`src/rtl/id_stage_pipe.sv`:
```
// id_stage_pipe: instruction-decode stage with register file, two-word
// immediate handling, load-use bubble insertion and a registered ID/EX
// output with valid/ready flow control.
// Optional macro: ID_BYPASS_EN -- write-to-read forwarding inside the
// register file (a same-cycle write is visible to the decode read).
module id_stage_pipe #(
    parameter int unsigned          WIDTH    = 16,
    parameter int unsigned          OPC_W    = 5,
    parameter int unsigned          NUM_REGS = 8,
    parameter int unsigned          ADDR_W   = 3,
    parameter logic [OPC_W-1:0]     LOAD_OPC = 5'b10100
) (
    input  logic              clk,
    input  logic              rst,
    input  logic [WIDTH-1:0]  in_instr,
    input  logic              in_valid,
    output logic              in_ready,
    input  logic              ex_stall,
    input  logic              flush,
    input  logic              wb_en,
    input  logic [ADDR_W-1:0] wb_addr,
    input  logic [WIDTH-1:0]  wb_data,
    output logic              ex_valid,
    output logic [OPC_W-1:0]  ex_opcode,
    output logic [ADDR_W-1:0] ex_rs1,
    output logic [ADDR_W-1:0] ex_rs2,
    output logic [ADDR_W-1:0] ex_rd,
    output logic [WIDTH-1:0]  ex_op1,
    output logic [WIDTH-1:0]  ex_op2,
    output logic [WIDTH-1:0]  ex_imm,
    output logic              ex_is_load
);

    typedef enum logic {
        DECODE   = 1'b0,
        WAIT_IMM = 1'b1
    } state_t;

    state_t            state;
    state_t            state_nxt;
    logic [WIDTH-1:0]  held_word;
    logic [WIDTH-1:0]  regs [NUM_REGS];

    // Fields of the incoming word (used for the hazard check and single-word decode)
    logic [OPC_W-1:0]  in_opc;
    logic [ADDR_W-1:0] in_rs1;
    logic [ADDR_W-1:0] in_rs2;
    logic              in_is_imm;

    // Word whose fields/operands go into ID/EX: the held first word in WAIT_IMM
    logic [WIDTH-1:0]  dec_word;
    logic [OPC_W-1:0]  dec_opc;
    logic [ADDR_W-1:0] dec_rs1;
    logic [ADDR_W-1:0] dec_rs2;
    logic [ADDR_W-1:0] dec_rd;
    logic [WIDTH-1:0]  dec_op1;
    logic [WIDTH-1:0]  dec_op2;

    logic              hazard;
    logic              accept;

    // Field extraction for the incoming word and for the word being decoded
    always_comb begin
        in_opc    = in_instr[WIDTH-1 -: OPC_W];
        in_rs1    = in_instr[WIDTH-OPC_W-1 -: ADDR_W];
        in_rs2    = in_instr[WIDTH-OPC_W-ADDR_W-1 -: ADDR_W];
        in_is_imm = (in_opc[OPC_W-1 -: 2] == 2'b11);

        dec_word  = (state == WAIT_IMM) ? held_word : in_instr;
        dec_opc   = dec_word[WIDTH-1 -: OPC_W];
        dec_rs1   = dec_word[WIDTH-OPC_W-1 -: ADDR_W];
        dec_rs2   = dec_word[WIDTH-OPC_W-ADDR_W-1 -: ADDR_W];
        dec_rd    = dec_word[WIDTH-OPC_W-2*ADDR_W-1 -: ADDR_W];
    end

    // Combinational register-file reads of the decoded source registers
    always_comb begin
`ifdef ID_BYPASS_EN
        dec_op1 = (wb_en && (wb_addr == dec_rs1)) ? wb_data : regs[dec_rs1];
        dec_op2 = (wb_en && (wb_addr == dec_rs2)) ? wb_data : regs[dec_rs2];
`else
        dec_op1 = regs[dec_rs1];
        dec_op2 = regs[dec_rs2];
`endif
    end

    // Load-use hazard detection and input handshake
    always_comb begin
        hazard   = (state == DECODE) && in_valid && ex_valid && ex_is_load &&
                   ((ex_rd == in_rs1) || (ex_rd == in_rs2));
        in_ready = rst && !flush && !ex_stall && !hazard;
        accept   = in_valid && in_ready;
    end

    // Next-state logic: flush > stall > hazard > normal
    always_comb begin
        state_nxt = state;
        if (flush) begin
            state_nxt = DECODE;
        end else if (!ex_stall && !hazard && accept) begin
            case (state)
                DECODE:   state_nxt = in_is_imm ? WAIT_IMM : DECODE;
                WAIT_IMM: state_nxt = DECODE;
                default:  state_nxt = DECODE;
            endcase
        end
    end

    // State register
    always_ff @(posedge clk or negedge rst) begin
        if (!rst) begin
            state <= DECODE;
        end else begin
            state <= state_nxt;
        end
    end

    // Held first word of an immediate-class pair; dropped on flush
    always_ff @(posedge clk or negedge rst) begin
        if (!rst) begin
            held_word <= '0;
        end else if (flush) begin
            held_word <= '0;
        end else if (!ex_stall && accept && (state == DECODE) && in_is_imm) begin
            held_word <= in_instr;
        end
    end

    // ID/EX pipeline register
    always_ff @(posedge clk or negedge rst) begin
        if (!rst) begin
            ex_valid   <= 1'b0;
            ex_opcode  <= '0;
            ex_rs1     <= '0;
            ex_rs2     <= '0;
            ex_rd      <= '0;
            ex_op1     <= '0;
            ex_op2     <= '0;
            ex_imm     <= '0;
            ex_is_load <= 1'b0;
        end else if (flush) begin
            ex_valid <= 1'b0;
        end else if (ex_stall) begin
            ex_valid <= ex_valid;
        end else if (!accept || ((state == DECODE) && in_is_imm)) begin
            // hazard bubble, idle cycle, or first word of an immediate pair
            ex_valid <= 1'b0;
        end else begin
            ex_valid   <= 1'b1;
            ex_opcode  <= dec_opc;
            ex_rs1     <= dec_rs1;
            ex_rs2     <= dec_rs2;
            ex_rd      <= dec_rd;
            ex_op1     <= dec_op1;
            ex_op2     <= dec_op2;
            ex_imm     <= in_instr;
            ex_is_load <= (dec_opc == LOAD_OPC);
        end
    end

    // Register file write port
    always_ff @(posedge clk or negedge rst) begin
        if (!rst) begin
            regs <= '{default: '0};
        end else if (wb_en) begin
            regs[wb_addr] <= wb_data;
        end
    end

endmodule

```
`config.mk`:
```
export PLATFORM = sky130hd
export DESIGN_NAME = id_stage_pipe
export DESIGN_NICKNAME = d
export VERILOG_FILES = /design/src/rtl/id_stage_pipe.sv
export SDC_FILE = /design/constraint.sdc
export NUM_CORES = 1
export LEC_CHECK = 0
export BUFFER_PORTS_ARGS = -buffer_cell sky130_fd_sc_hd__buf_2
export CORE_ASPECT_RATIO = 0.6
export CORE_MARGIN = 5
export CORE_UTILIZATION = 59
export DETAILED_ROUTE_END_ITERATION = 12
export PLACE_DENSITY = 0.8
export SLEW_MARGIN = 20
export SYNTH_ARGS = -nofsm -noshare
export SYNTH_HDL_FRONTEND = slang
export SYNTH_SLANG_ARGS = --single-unit
```
`constraint.sdc`:
```
create_clock -name clk -period 2.75 [get_ports clk]
set_input_delay 0.825 -clock clk [delete_from_list [all_inputs] [get_ports clk]]
set_output_delay 0.825 -clock clk [all_outputs]
set_load 0.01 [all_outputs]
```
==> results_dict.tcl, run 1 <==
set metrics [dict create \
    synthSimpleGateAreaFrac 0.0531 \
    crit_start "in_instr[5]" \
    nets 950 \
    maxCapViolCount 0 \
    synth_cell_type_count 36 \
    hp-class "in2async" \
    worstRegToRegCells 6 \
    synthCells 783 \
    wire_per_inst_um 23.3 \
    muxShareOfSynthArea 0.323 \
    final_core_utilization 0.699 \
    r2r-end "ex_op2[7]" \
    power_frac_comb 0.232 \
    synth_top_area_frac 0.507 \
    synth_area_leader_cell "dfrtp_1" \
    clockRootBuffer "clkbuf_16" \
    rrSetupSlack_ns 0.56 \
    synth_common_cells "dfrtp_1 (207), mux2_2 (186), mux2i_1 (108)" \
    vdd_ir_drop_max_uv 582 \
    die_w_um 180 \
    setup_violations 0 \
    clock_path_buffers 3 \
    rows 37 \
    relSlewSlack 0.510 \
    p_sw_frac 0.292 \
    drc 0 \
    cell_internal_pwr_uw 6410 \
    port_buffers 105 \
    routed_wl_um 26900 \
    synth_area_leaders "dfrtp_1 (51%), mux2_2 (21%), mux2i_1 (11%)" \
    power_switching_uw 2640 \
    seqPwrFrac 0.470 \
    synth-compound-area-share 0.0820 \
    design.die.area_um2 20100 \
    synth_top_family_by_area "multiplexers" \
    antenna_found_initial 1 \
    clk_pin_slew_ns 0.07 \
    worstMarginPinSlew_ns 0.735 \
    max_freq_mhz 373 \
    cts_buffers 20 \
    path_cells "buf_2, xor2_1, nor3_1, o21ai_2, nor4bb_2, buf_2" \
    synth_flop_cell "dfrtp_1" \
    cts-hold-fix-buffers 0 \
    mappedNetlistArea_um2 10200 \
    cp_slowest_cell "nor3_1" \
    grt_pass1_wl_um 43100 \
    synth.avg_cell_area_um2 13.0 \
    hold_ws_ns 0.463 \
    syn_nets 824 \
    synth-adder-area-share 0 \
    p_per_area_nw_per_um2 758 \
    status "complete, no violations" \
    final_layout_size_suffix_gt1_frac 0.420 \
    reg2reg_from "state" \
    clock_latency_ns 0.49 \
    post-synth-top-count-cell "dfrtp_1" \
    fillCellCount 1167 \
    path_common_cell "buf_2" \
    drv_slew 0 \
    synth_edf_count 0 \
    vias 7362 \
    min_period_ns 2.68 \
    critical_path_class "in2out" \
    drtIter0Drc 666 \
    ys_async_sr_fraction 1.00 \
    syn_to_final_growth_pct 16.9 \
    endpoint "in_ready" \
    synth_xor_area_frac 0.00515 \
    hpwl_um 17400 \
    cp.arrival_ns 1.85 \
    rsz0062_at_grt "false" \
    ant_nets 0 \
    ios 106 \
    pwr-share-clk 0.297 \
    end_kind "output port" \
    leakage_uw 0.00543 \
    period_share 0.974 \
    die_h_um 112 \
    gr-total-overflow 0 \
    gp_congestion 0.844 \
    drt_pass1_iterations 6 \
    cp_data_required_time_ns 1.93 \
    grt_use_total 0.265 \
    synth-seq-cells 207 \
    core_area_um2 17100 \
    viasPerCell 6.37 \
    yosys_warnings 0 \
    tritoncts "done" \
    htreeDepth 1 \
    grt_max_degree 59 \
    initial_core_util 0.598 \
    clock-sinks 207 \
    grt_pass1_vias 7794 \
    finClkSkew_ns 0.00746 \
    yosysSeqAreaShare 0.507 \
    cpPeakStageDelay_ns 0.31 \
    critical_path_peak_fanout 2 \
    finalSetupTns_ns 0 \
    worst_setup_path_start_kind "primary input" \
    timing_hold_violations_final 0 \
]
## layer usage
| metal | vias to the layer above | track usage | part of all wire |
|---|---|---|---|
| met4 | 0 | 0.0660 | 0.015 |
| met1 | 3834 | 0.378 | 0.44 |
| li1 | 3181 | - | - |
| met3 | 40 | 0.0617 | 0.079 |
| met2 | 307 | 0.415 | 0.47 |
| met5 | - | 0 | 0 |
## state kept, by name (all words and copies together) (netlist names), 3 cells and up
register / cells
ex_rd: 3
ex_opcode: 5
ex_rs1: 3
held_word: 14
ex_rs2: 3
ex_op2: 16
regs: 128
ex_op1: 16
ex_imm: 16
## repair_timing
action,4_1_cts,5_1_grt
endpoints found under the setup margin,1,1
buffers inserted,0,0
pin swaps,0,0
resized for setup,1,3
## power groups by stage
stage	clock [uW]	combinational [uW]	sequential, uW
floorplan	0	1200	4300
global placement	0	2000	4200
detailed placement	0	2100	4280
CTS	2730	2120	4230
global route	2870	2290	4330
finish	2690	2100	4250
## kinds of logic (layout without fill, tap and decap cells)
family / after synthesis / count (layout)
compound gates: 98 / 98
mux: 303 / 303
other cells: 0 / 1
flops: 207 / 207
xor+xnor: 6 / 6
buf+inv: 58 / 196
simple gates: 111 / 111
## critical path, delay by kind of cell
| kind | cells | cell delay (ns) |
|---|---|---|
| compound gates | 1 | 0.11 |
| buf+inv | 2 | 0.27 |
| xor+xnor | 1 | 0.16 |
| simple gates | 2 | 0.48 |
## worst min path at each step
stage | cells past startpoint | slack [ns] | end | startpoint
after detailed placement | 1 | 0.49 | ex_op2[14] | ex_op2[14]
after global placement | 1 | 0.48 | ex_imm[12] | ex_imm[12]
after floorplan | 1 | 0.50 | regs[21] | regs[21]
final | 2 | 0.46 | ex_opcode[0] | rst
after global routing | 2 | 0.50 | ex_opcode[0] | rst
after CTS | 2 | 0.47 | ex_valid | rst
## per-stage QoR
stage / instances / area [um^2] / worst slack [ns] / total power [uW]
finish: 1156 / 11900 / 0.0721 / 9050
global route: 1156 / 11900 / 0.0192 / 9490
CTS: 1155 / 11900 / 0.0848 / 9080
detailed placement: 1121 / 11300 / 0.101 / 6380
global placement: 1121 / 11300 / 0.107 / 6210
floorplan: 783 / 10200 / 0.215 / 5500
## final cells by class
cell class | count | area [um^2] | area share
multi-input cells | 518 | 4760 | 0.398
well taps | 234 | 293 | 0.0245
inverters | 7 | 26.3 | 0.00220
repair buffers | 155 | 1050 | 0.0877
clock buffers | 28 | 572 | 0.0479
clock inverters | 6 | 58.8 | 0.00493
diodes | 1 | 2.50 | 0.000210
flip-flops and latches | 207 | 5180 | 0.434
## cells in the final DEF, fill, tap and decap left out, types with 11 or more instances in the layout
master     instances
dfrtp_1          204
mux2_2           184
mux2i_1          108
buf_2            104
nand2_1           73
buf_4             39
a32o_1            32
a221oi_1          32
clkbuf_16         21
a21oi_1           13
buf_12            11
Power figures use the tool's default switching activity.
==> inputs of run 2 (changes only) <==
--- a/config.mk
+++ b/config.mk
@@ -6,11 +6,13 @@
 export NUM_CORES = 1
 export LEC_CHECK = 0
 export BUFFER_PORTS_ARGS = -buffer_cell sky130_fd_sc_hd__buf_2
+export CELL_PAD_IN_SITES_DETAIL_PLACEMENT = 0
+export CELL_PAD_IN_SITES_GLOBAL_PLACEMENT = 1
 export CORE_ASPECT_RATIO = 0.6
 export CORE_MARGIN = 5
-export CORE_UTILIZATION = 59
+export CORE_UTILIZATION = 49
 export DETAILED_ROUTE_END_ITERATION = 12
-export PLACE_DENSITY = 0.8
+export PLACE_DENSITY = 0.81
 export SLEW_MARGIN = 20
 export SYNTH_ARGS = -nofsm -noshare
 export SYNTH_HDL_FRONTEND = slang
==> run 2 against run 1 <==
Effect of this change: clock-buffer cell count up 6; cell count rose by 3.1%; global-route usage fell by 3.8 points; utilization down 11 points; routed wire length shrank 0.10%; clock power is 2% higher; register-to-register slack worse by 0.34 ns; setup slack improved by 0.026 ns; flip-flop and latch count unchanged; combinational power hardly changed; hold slack worse by 0.26 ns; die area increased by 19%; critical path type is now reg2out; highest routed layer unchanged.
==> results_dict.tcl, run 2 (synthesis gave the netlist of run 1 again) <==
set metrics [dict create \
    clockRootBuffer "clkbuf_16" \
    clock_path_buffers 3 \
    cp_data_required_time_ns 1.93 \
    cts_setup_buffers 0 \
    drt_pass1_iterations 5 \
    design.die.area_um2 23900 \
    clock_latency_ns 0.50 \
    worstRegToRegCells 7 \
    gp_congestion 0.828 \
    final_common_cell "dfrtp_1" \
    relSlewSlack 0.431 \
    finClkSkew_ns 0.0115 \
    worst_setup_path_start_kind "flop" \
    final_layout_size_suffix_gt1_frac 0.415 \
    viasPerCell 5.94 \
    worstMarginPinSlew_ns 0.854 \
    pwr-share-clk 0.303 \
    die_h_um 122 \
    power_switching_uw 2620 \
    regMostFlops "regs" \
    critical_path_peak_fanout 4 \
    antenna_found_initial 0 \
    cell_internal_pwr_uw 6460 \
    seqPwrFrac 0.466 \
    htreeDepth 1 \
    tritoncts "done" \
    cts-hold-fix-buffers 0 \
    p_sw_frac 0.288 \
    min_period_ns 2.65 \
    initial_core_util 0.505 \
    maxCapViolCount 0 \
    vias 7081 \
    ant_nets 0 \
    clock-sinks 207 \
    wire_per_inst_um 22.5 \
    clk_pin_slew_ns 0.06 \
    hpwl_um 18000 \
    rrSetupSlack_ns 0.22 \
    finalSetupTns_ns 0 \
    core_area_um2 20200 \
    timing_hold_violations_final 0 \
    power_frac_comb 0.231 \
    port_buffers 105 \
    leakage_uw 0.00543 \
    fillCellCount 1610 \
    ios 106 \
    cp.arrival_ns 1.83 \
    period_share 0.964 \
    antenna_cells 0 \
    layout_common_cells "dfrtp_1 (207), mux2_2 (184), mux2i_1 (108), buf_2 (104), nand2_1 (73)" \
    status "complete, no violations" \
    max_freq_mhz 377 \
    p_per_area_nw_per_um2 756 \
    grt_pass1_vias 7601 \
    grt_use_total 0.227 \
    end_kind "output port" \
    cpPeakStageDelay_ns 0.44 \
    drtIter0Drc 643 \
    drc 0 \
    critical_path_class "reg2out" \
    cts_buffers 21 \
    routed_wl_um 26900 \
    nets 947 \
    multi_input_area_um2 4760 \
    rows 40 \
    grt_pass1_wl_um 43200 \
    final_core_utilization 0.594 \
    grt_max_degree 121 \
    largest_reg_flops 128 \
    gr-total-overflow 0 \
    ctsResizeCount 0 \
    cp_slowest_cell "dfrtp_1" \
    setup_violations 0 \
    hp-class "in2async" \
    syn_to_final_growth_pct 17.6 \
    die_w_um 196 \
    r2r-end "ex_op2[2]" \
    drv_slew 0 \
    path_cells "xor2_1, nor3_2, o21ai_2, nor4bb_1, buf_2" \
    rsz0062_at_grt "false" \
    reg2reg_from "state" \
    vdd_ir_drop_max_uv 515 \
    seq_area_um2 5180 \
]
run 2: metrics by stage:
step	std cells	power [uW]	worst slack, ns	instance area, um^2	hold slack (ns)
floorplan	783	5500	0.215	10200	0.501
global placement	1156	6230	-0.0102	11300	0.482
detailed placement	1156	6390	0.0000868	11300	0.488
CTS	1192	9180	0.0701	12000	0.180
global route	1192	9590	0.00695	12000	0.195
finish	1192	9070	0.0985	12000	0.198
run 2: final cells by class:
class                      instances  share of cell area
clock inverter                     2             0.00135
multi-input combinational        518               0.396
timing repair buffer             151              0.0868
sequential                       207               0.431
inverter                           7             0.00219
clock buffer                      34              0.0537
tap                              273              0.0284
run 2: worst max path at each step:
| stage | start | to | slack, ns |
|---|---|---|---|
| final | ex_rd[0] | in_ready | 0.1 |
| after detailed placement | in_instr[5] | ex_op2[2] | 0.00009 |
| after CTS | ex_rd[0] | in_ready | 0.07 |
| after global placement | in_instr[5] | ex_op2[2] | -0.01 |
| after global routing | ex_rd[0] | in_ready | 0.007 |
| after floorplan | in_instr[6] | in_ready | 0.22 |
run 2: power by group through the flow:
stage	Clock, uW	Combinational (uW)	Sequential (uW)
after global routing	2960	2290	4330
final	2750	2100	4230
after global placement	0	2020	4210
after detailed placement	0	2110	4270
after CTS	2830	2120	4220
after floorplan	0	1200	4300
run 2: routing by layer:
metal  track usage  vias to the layer above  routed length (um)  part of all wire
met2         0.352                      206               12100              0.45
met4        0.0593                        0                 562             0.021
li1              -                     3177                   -                 -
met1         0.334                     3648               12600              0.47
met3        0.0370                       50                1530             0.057
met5             0                        -                   0                 0
run 2: critical path: cells and delay by family (launching register included):
kind	cells	cell delay, ns
buffers and inverters	1	0.17
AO/OA/AOI/OAI	1	0.14
AND/OR/NAND/NOR	2	0.35
flip-flops	1	0.44
XOR/XNOR	1	0.22
==> inputs of run 3 (changes only) <==
--- a/config.mk
+++ b/config.mk
@@ -12,6 +12,7 @@
 export CORE_MARGIN = 5
 export CORE_UTILIZATION = 49
 export DETAILED_ROUTE_END_ITERATION = 12
+export GPL_TIMING_DRIVEN = 0
 export PLACE_DENSITY = 0.81
 export SLEW_MARGIN = 20
 export SYNTH_ARGS = -nofsm -noshare
==> run 3 against run 2 <==
Effect of this change: register-to-register slack worse by 0.07 ns; maximum frequency down 3.1%; die area did not move.
==> results_dict.tcl, run 3 (synthesis gave the netlist of run 1 again) <==
set metrics [dict create \
    tritoncts "done" \
    clock_latency_ns 0.50 \
    end_kind "output port" \
    grt_use_total 0.242 \
    drc 0 \
    die_h_um 122 \
    nets 953 \
    critPathBufInv 2 \
    hold_ws_ns 0.185 \
    port_buffers 101 \
    syn_to_final_growth_pct 16.6 \
    cp_data_required_time_ns 1.93 \
    worstMarginPinSlew_ns 0.942 \
    wire_per_inst_um 24.4 \
    clock_path_buffers 3 \
    maxCapViolCount 0 \
    leakage_uw 0.00537 \
    maxUsedRoutingLayer "met4" \
    dpl_cell_area_um2 11100 \
    finalSetupTns_ns 0 \
    cpPeakStageDelay_ns 0.30 \
    min_period_ns 2.74 \
    routed-wl-met3_um 2080 \
    regMostFlops "regs" \
    grt_max_degree 65 \
    period_share 0.995 \
    drtIter0Drc 606 \
    grt_pass1_wl_um 44700 \
    setup_violations 0 \
    htreeDepth 1 \
    rows 40 \
    clockRootBuffer "clkbuf_16" \
    vias 7194 \
    ios 106 \
    final_layout_size_suffix_gt1_frac 0.404 \
    die_w_um 196 \
    cts_buffers 20 \
    drv_slew 0 \
    gr-total-overflow 0 \
    antenna_found_initial 0 \
    hpwl_um 20200 \
    drt_pass1_iterations 5 \
    clk_pin_slew_ns 0.06 \
    initial_core_util 0.505 \
    finClkSkew_ns 0.00906 \
    stdcell_area_um2 11900 \
    relSlewSlack 0.372 \
    max_freq_mhz 366 \
    rsz0062_at_grt "true" \
    gp_congestion 0.862 \
    worstRegToRegCells 8 \
    crit_cells 6 \
    largest_reg_flops 128 \
    antenna_cells 0 \
    critical_path_peak_fanout 6 \
    viasPerCell 6.01 \
    cp_slowest_cell "nor3_1" \
    core_area_um2 20200 \
    hp-class "in2async" \
    path_cells "clkbuf_4, xor2_1, nor3_1, o21ai_2, nor4bb_4, buf_2" \
    clock-sinks 207 \
    worst_setup_path_start_kind "primary input" \
    critical_path_class "in2out" \
    vdd_ir_drop_max_uv 456 \
    cp.arrival_ns 1.91 \
    path_delay_family "simple AND/OR/NAND/NOR gates" \
    cts-hold-fix-buffers 0 \
    final_common_cell "dfrtp_1" \
    timing_hold_violations_final 0 \
    wl_met2_um 11600 \
    status "complete, no violations" \
    grt_pass1_vias 7261 \
    ant_nets 0 \
    layout_common_cells "dfrtp_1 (207), mux2_2 (186), buf_2 (119), mux2i_1 (108), nand2_1 (73)" \
    p_per_area_nw_per_um2 759 \
    design.die.area_um2 23900 \
    routed_wl_um 29200 \
    wl_met1_um 15000 \
]
[run 3: changes by cell type in the layout (fill, tap and decap cells not counted), moves of 4 or more]
cell,before,now
clkinv_2,0,4
clkbuf_1,6,20
buf_2,104,119
buf_6,0,5
buf_12,13,1
buf_4,33,8
[run 3: worst paths after layout]
kind / to / startpoint / slack (ns)
min: ex_imm[0] / rst / 0.18
max: in_ready / in_instr[6] / 0.01
min reg2reg: ex_imm[7] / ex_imm[7] / 0.50
max in group asynchronous: ex_rd[2] / rst / 1.82
min in group clk: ex_imm[7] / ex_imm[7] / 0.50
max reg2reg: ex_op1[10] / state / 0.15
[run 3: area by class of cell]
type                       instances  area, um^2
clock buffer                      30         609
timing repair buffer             107         641
fill                            1703        8310
tap                              273         342
clock inverter                     5        27.5
inverter                           7        26.3
multi-input combinational        518        4810
buffer                            51         275
sequential                       207        5180
[run 3: what timing repair did]
| action | CTS | global route |
|---|---|---|
| setup endpoints to repair | 50 | 30 |
| pin swaps | 1 | 1 |
| gates resized for setup | 2 | 17 |
| cloned | 1 | 0 |
| buffers inserted | 1 | 1 |
[run 3: metrics by stage]
step | total power, uW | setup slack [ns] | std cells | util
finish | 9040 | 0.0144 | 1198 | 0.589
global route | 9500 | -0.0582 | 1198 | 0.589
CTS | 9070 | 0.0140 | 1197 | 0.585
detailed placement | 6340 | -0.635 | 1160 | 0.551
global placement | 6260 | -3.77 | 1157 | 0.547
floorplan | 5500 | 0.215 | 783 | -
[run 3: report_power, final]
| group | switching (uW) | internal [uW] | total [uW] | leakage (uW) |
|---|---|---|---|---|
| registers | 475 | 3750 | 4220 | 0.00251 |
| clock network | 1200 | 1530 | 2730 | 0.000315 |
| logic | 1000 | 1090 | 2090 | 0.00254 |
| total | 2670 | 6370 | 9040 | 0.00537 |
[run 3: routing by layer]
| metal | GRT usage | vias to the layer above |
|---|---|---|
| li1 | - | 3183 |
| met2 | 0.325 | 223 |
| met5 | 0 | - |
| met3 | 0.0575 | 39 |
| met4 | 0.0480 | 0 |
| met1 | 0.393 | 3749 |
